File: src/rtl/div_pkg.sv
// Shared definitions for the iterative restoring divider.
package div_pkg;

  typedef enum logic [1:0] {
    IDLE = 2'd0,
    ITER = 2'd1,
    FIX  = 2'd2,
    DONE = 2'd3
  } div_state_e;

  // Iteration counter width: enough to hold WIDTH-1.
  function automatic int unsigned cnt_w(input int unsigned w);
    return (w > 1) ? $clog2(w) : 1;
  endfunction

endpackage

File: src/rtl/div_step.sv
// One combinational radix-2 restoring division step on operand magnitudes.
module div_step #(
  parameter int unsigned WIDTH = 32
) (
  input  logic [WIDTH-1:0] partial_rem,
  input  logic             dividend_bit,
  input  logic [WIDTH-1:0] divisor,
  output logic [WIDTH-1:0] next_rem,
  output logic             quot_bit
);

  logic [WIDTH:0] shifted;

  always_comb begin
    shifted  = {partial_rem, dividend_bit};
    quot_bit = (shifted >= {1'b0, divisor});
    // A successful trial always fits in WIDTH bits because partial_rem < divisor.
    next_rem = quot_bit ? (shifted[WIDTH-1:0] - divisor) : shifted[WIDTH-1:0];
  end

endmodule

File: src/rtl/iter_divider.sv
// Iterative signed/unsigned restoring divider, one operation in flight,
// fixed latency WIDTH+1 from accept to valid_o, valid/ready on both sides.
module iter_divider
  import div_pkg::*;
#(
  parameter int unsigned WIDTH = 32
) (
  input  logic             clk,
  input  logic             rst_n,
  input  logic [WIDTH-1:0] data1,
  input  logic [WIDTH-1:0] data2,
  input  logic             signed_i,
  input  logic             valid_i,
  output logic             ready_o,
  input  logic             ready_i,
  output logic             valid_o,
  output logic [WIDTH-1:0] quot,
  output logic [WIDTH-1:0] rem
);

  localparam int unsigned      CW  = cnt_w(WIDTH);
  localparam logic [WIDTH-1:0] MIN = {1'b1, {(WIDTH-1){1'b0}}};

  div_state_e state, state_nxt;

  logic [WIDTH-1:0] dq;
  logic [WIDTH-1:0] prem;
  logic [WIDTH-1:0] divisor_r;
  logic [WIDTH-1:0] step_rem;
  logic             step_q;
  logic [CW-1:0]    cnt;
  logic             neg_q, neg_r, dz, ovf;
  logic             accept;
  logic [WIDTH-1:0] mag1, mag2;
  logic [WIDTH-1:0] q_fix, r_fix;

  div_step #(.WIDTH(WIDTH)) u_step (
    .partial_rem  (prem),
    .dividend_bit (dq[WIDTH-1]),
    .divisor      (divisor_r),
    .next_rem     (step_rem),
    .quot_bit     (step_q)
  );

  always_comb begin
    ready_o = (state == IDLE) || ((state == DONE) && ready_i);
    accept  = valid_i && ready_o;
    mag1    = (signed_i && data1[WIDTH-1]) ? ('0 - data1) : data1;
    mag2    = (signed_i && data2[WIDTH-1]) ? ('0 - data2) : data2;
  end

  always_comb begin
    state_nxt = state;
    case (state)
      IDLE: if (accept) state_nxt = ITER;
      ITER: if (cnt == '0) state_nxt = FIX;
      FIX:  state_nxt = DONE;
      DONE: if (ready_i) state_nxt = valid_i ? ITER : IDLE;
      default: state_nxt = IDLE;
    endcase
  end

  always_ff @(posedge clk or negedge rst_n) begin
    if (!rst_n) state <= IDLE;
    else        state <= state_nxt;
  end

  // Divide-by-zero remainder needs no override: with a zero divisor every trial
  // succeeds, so the magnitude passes through and sign correction restores data1.
  always_comb begin
    q_fix = neg_q ? ('0 - dq) : dq;
    r_fix = neg_r ? ('0 - prem) : prem;
    if (dz) q_fix = '1;
    if (ovf) begin
      q_fix = MIN;
      r_fix = '0;
    end
  end

  // dq starts as the dividend and fills with quotient bits as it shifts left.
  always_ff @(posedge clk or negedge rst_n) begin
    if (!rst_n) begin
      dq        <= '0;
      prem      <= '0;
      divisor_r <= '0;
      cnt       <= '0;
      neg_q     <= 1'b0;
      neg_r     <= 1'b0;
      dz        <= 1'b0;
      ovf       <= 1'b0;
      quot      <= '0;
      rem       <= '0;
      valid_o   <= 1'b0;
    end else begin
      if (accept) begin
        dq        <= mag1;
        prem      <= '0;
        divisor_r <= mag2;
        cnt       <= CW'(WIDTH - 1);
        neg_q     <= signed_i && (data1[WIDTH-1] ^ data2[WIDTH-1]);
        neg_r     <= signed_i && data1[WIDTH-1];
        dz        <= (data2 == '0);
        ovf       <= signed_i && (data1 == MIN) && (data2 == '1);
      end else if (state == ITER) begin
        dq   <= {dq[WIDTH-2:0], step_q};
        prem <= step_rem;
        if (cnt != '0) cnt <= cnt - 1'b1;
      end

      if (state == FIX) begin
        quot    <= q_fix;
        rem     <= r_fix;
        valid_o <= 1'b1;
      end else if ((state == DONE) && ready_i) begin
        valid_o <= 1'b0;
      end
    end
  end

endmodule

File: config.mk
export PLATFORM = sky130hd
export DESIGN_NAME = iter_divider
export DESIGN_NICKNAME = d
export VERILOG_FILES = /design/src/rtl/div_pkg.sv /design/src/rtl/div_step.sv /design/src/rtl/iter_divider.sv
export SDC_FILE = /design/constraint.sdc
export NUM_CORES = 1
export LEC_CHECK = 0
export ABC_AREA = 1
export CAP_MARGIN = 10
export CORE_AREA = 2 2 136 191
export CTS_CLUSTER_DIAMETER = 100
export DETAILED_ROUTE_END_ITERATION = 7
export DIE_AREA = 0 0 138 193
export HOLD_SLACK_MARGIN = 0.05
export PLACE_DENSITY_LB_ADDON = 0.15
export REMOVE_ABC_BUFFERS = 1
export SYNTH_ARGS = -nofsm -noshare
export SYNTH_HDL_FRONTEND = slang
export SYNTH_HIERARCHICAL = 1
export SYNTH_SLANG_ARGS = --single-unit
File: constraint.sdc
create_clock -name clk -period 4.8 [get_ports clk]
set_input_delay 0.96 -clock clk [delete_from_list [all_inputs] [get_ports clk]]
set_output_delay 0.96 -clock clk [all_outputs]
set_load 0.02 [all_outputs]
==> results.json <==
{
  "drt_wl_total_mm": 45.3,
  "drv_slew": 0,
  "ys_ff_latch": 172,
  "yosys.area.top_type": "dfrtp_1",
  "start_util_pct": 56.1,
  "ys_warn_count": 6,
  "cp-end-kind": "output port",
  "synth_flop_cell": "dfrtp_1",
  "multi_input_area_um2": 8150,
  "worstSkewPairLatency_ps": 450,
  "hold_slack_ps": 480,
  "worst_path_largest_cell_delay_ps": 600,
  "status": "finished, final reports clean",
  "io_pins": 135,
  "cts_root_buf": "clkbuf_16",
  "period_needed_ps": 3180,
  "nets": 2447,
  "synth.most_common_cell": "nand2_1",
  "grt_max_degree": 90,
  "placed_cell_area_um2": 15500,
  "fill_cells": 2415,
  "clockBufferDepth": 2,
  "cts_resized": 0,
  "rsz0062_at_grt": "false",
  "synth_area_leaders": "dfrtp_1, nand2_1, inv_1",
  "final_cell_area_um2": 16100,
  "path_max_fanout": 2,
  "clock_sinks": 172,
  "ir_drop_mv": 0.429,
  "crit_type": "input port to output port",
  "async_flop_share_pct": 100,
  "finClkSkew_ps": 15.9,
  "wl_per_cell_um": 17.0,
  "antenna_found_initial": 0,
  "dp_cells": 2634,
  "path_cells": "clkdlybuf4s50_1 > nand2_2 > nand2_4 > clkdlybuf4s50_1",
  "final_layout_size_suffix_gt1_share_pct": 5.46,
  "arrival_ps": 2220,
  "io_buffers": 134,
  "setup_tns_ps": 0,
  "grt_first_pass_wirelength_mm": 72.7,
  "netlist_instances": 2241,
  "place_congestion": 1.03,
  "die_h_um": 193,
  "postRouteAntennaNets": 0,
  "cap_violations": 0,
  "drt_iter0_drc": 1123,
  "die_w_um": 138,
  "crit_path_start_kind": "input port",
  "synth_top_area_share_pct": 30.7,
  "route.detailed.drc": 0,
  "seq_area_frac_synth_pct": 30.7,
  "tightest_slew_ps": 929,
  "power_density_nw_per_um2": 713,
  "std_cell_rows": 69,
  "post_cts_buffers": 0,
  "finalHoldViolCount": 0,
  "dr.pass1.iters": 7,
  "cts_hold_repair.buffers": 0,
  "grt_pass1_vias": 14381,
  "syn_to_final_growth_pct": 14.5,
  "hp-class": "flop to flop",
  "coreArea_um2": 25000,
  "cts_tree": "yes",
  "fin_cells": 2666,
  "gr-usage-all-layers_pct": 34.1,
  "setup_slack_ps": 1620,
  "viasPerCell": 5.52,
  "setup_violations": 0,
  "cts_max_level": 4,
  "cts.reportedPaths.clkPinSlew_ps": 70,
  "register_area_um2": 4300,
  "netlist_area_um2": 14000,
  "cpMaxStageDelayCell": "clkdlybuf4s50_1",
  "setup.worst_path.start": "ready_i",
  "relSlewSlack_pct": 37.7,
  "hold_start": "rem[28]",
  "worst-r2r-setup-slack_ps": 1880,
  "synth_top_cells_by_count": "nand2_1, inv_1, nor2_1",
  "avgSynthCellArea_um2": 6.26,
  "synthDistinctLibCells": 51,
  "dp_hpwl_mm": 34.3,
  "crit_top_cell": "clkdlybuf4s50_1",
  "die_area_um2": 26600,
  "numCtsBuffers": 17,
  "fmax_mhz": 314,
  "p_leak_nw": 8.52,
  "num_vias": 14720,
  "synth_edf_count": 0,
  "overflow": 0,
  "place_ws_ps": 1530,
  "crit_required_ps": 3840,
  "fin_crit_sh_pct": 66.3,
  "reg2reg_from": "prem[2]"
}
[metal layers]
layer / vias to the layer above / part of all wire [%] / global-route usage (%)
met5: - / 0 / 0
met4: 0 / 5.9 / 20.7
met3: 125 / 5.1 / 4.57
met2: 496 / 50 / 61.4
met1: 6820 / 39 / 38.8
li1: 7279 / - / -
[metrics by stage]
step,total power [mW],util [%]
after global routing,12.5,64.2
after floorplan,7.50,-
after global placement,9.82,61.9
after CTS,11.4,64.2
final,11.5,64.2
after detailed placement,9.96,61.9
[power breakdown]
group          internal (mW)  leakage [nW]  switching [mW]
clock                  0.747         0.270           0.638
combinational           2.42          6.09            4.99
sequential              2.10          2.16           0.565
[final cells by class]
| type | instances | area share [%] |
|---|---|---|
| Antenna cell | 1 | 0.0156 |
| Clock buffer | 20 | 2.84 |
| Clock inverter | 11 | 0.685 |
| Inverter | 322 | 7.55 |
| Multi-Input combinational cell | 1677 | 50.7 |
| Sequential cell | 172 | 26.8 |
| Tap cell | 319 | 2.48 |
| Timing Repair Buffer | 144 | 8.90 |
[kinds of logic after synthesis]
group	after synthesis	share of synthesized area, %
flip-flops	172	30.7
adder cells (fa/ha/maj)	44	3.97
AND/OR/NAND/NOR	1325	41.2
XOR/XNOR	45	2.81
AO/OA/AOI/OAI	263	10.1
buffers and inverters	392	11.3
[layout by cell type (no fill, tap or decap), types with 17 or more instances in the layout]
cell,netlist,routed
dfrtp_1,172,172
o21ai_0,128,128
inv_1,309,308
nand3_1,192,192
nand2_1,755,755
nor3_1,30,30
nand4_1,27,27
nor2_1,221,220
a21oi_1,59,59
nand3_2,21,21
xor2_1,39,39
o21ai_1,21,21
a31oi_1,34,34
clkdlybuf4s50_1,0,133
clkbuf_16,0,17
ha_1,43,42
[state kept, by name (all words and copies together) (netlist names)]
register / flops
neg_q: 1
divisor_r: 32
neg_r: 1
state: 2
dz: 1
prem: 32
dq: 32
rem: 32
valid_o: 1
cnt: 5
ovf: 1
quot: 32
[worst paths after layout]
path | to | depth (start not counted)
worst min register to register | rem[28] | 2
worst max register to register | prem[16] | 16
min in group asynchronous | quot[2] | 1
worst max-delay path | ready_o | 4
max in group asynchronous | prem[28] | 2
worst min-delay path | rem[28] | 2
[worst max-delay path: cells and delay by family]
family,cells,cell delay (ps)
buffers and inverters,2,1100
AND/OR/NAND/NOR,2,160
(Power assumes the default switching activity.)
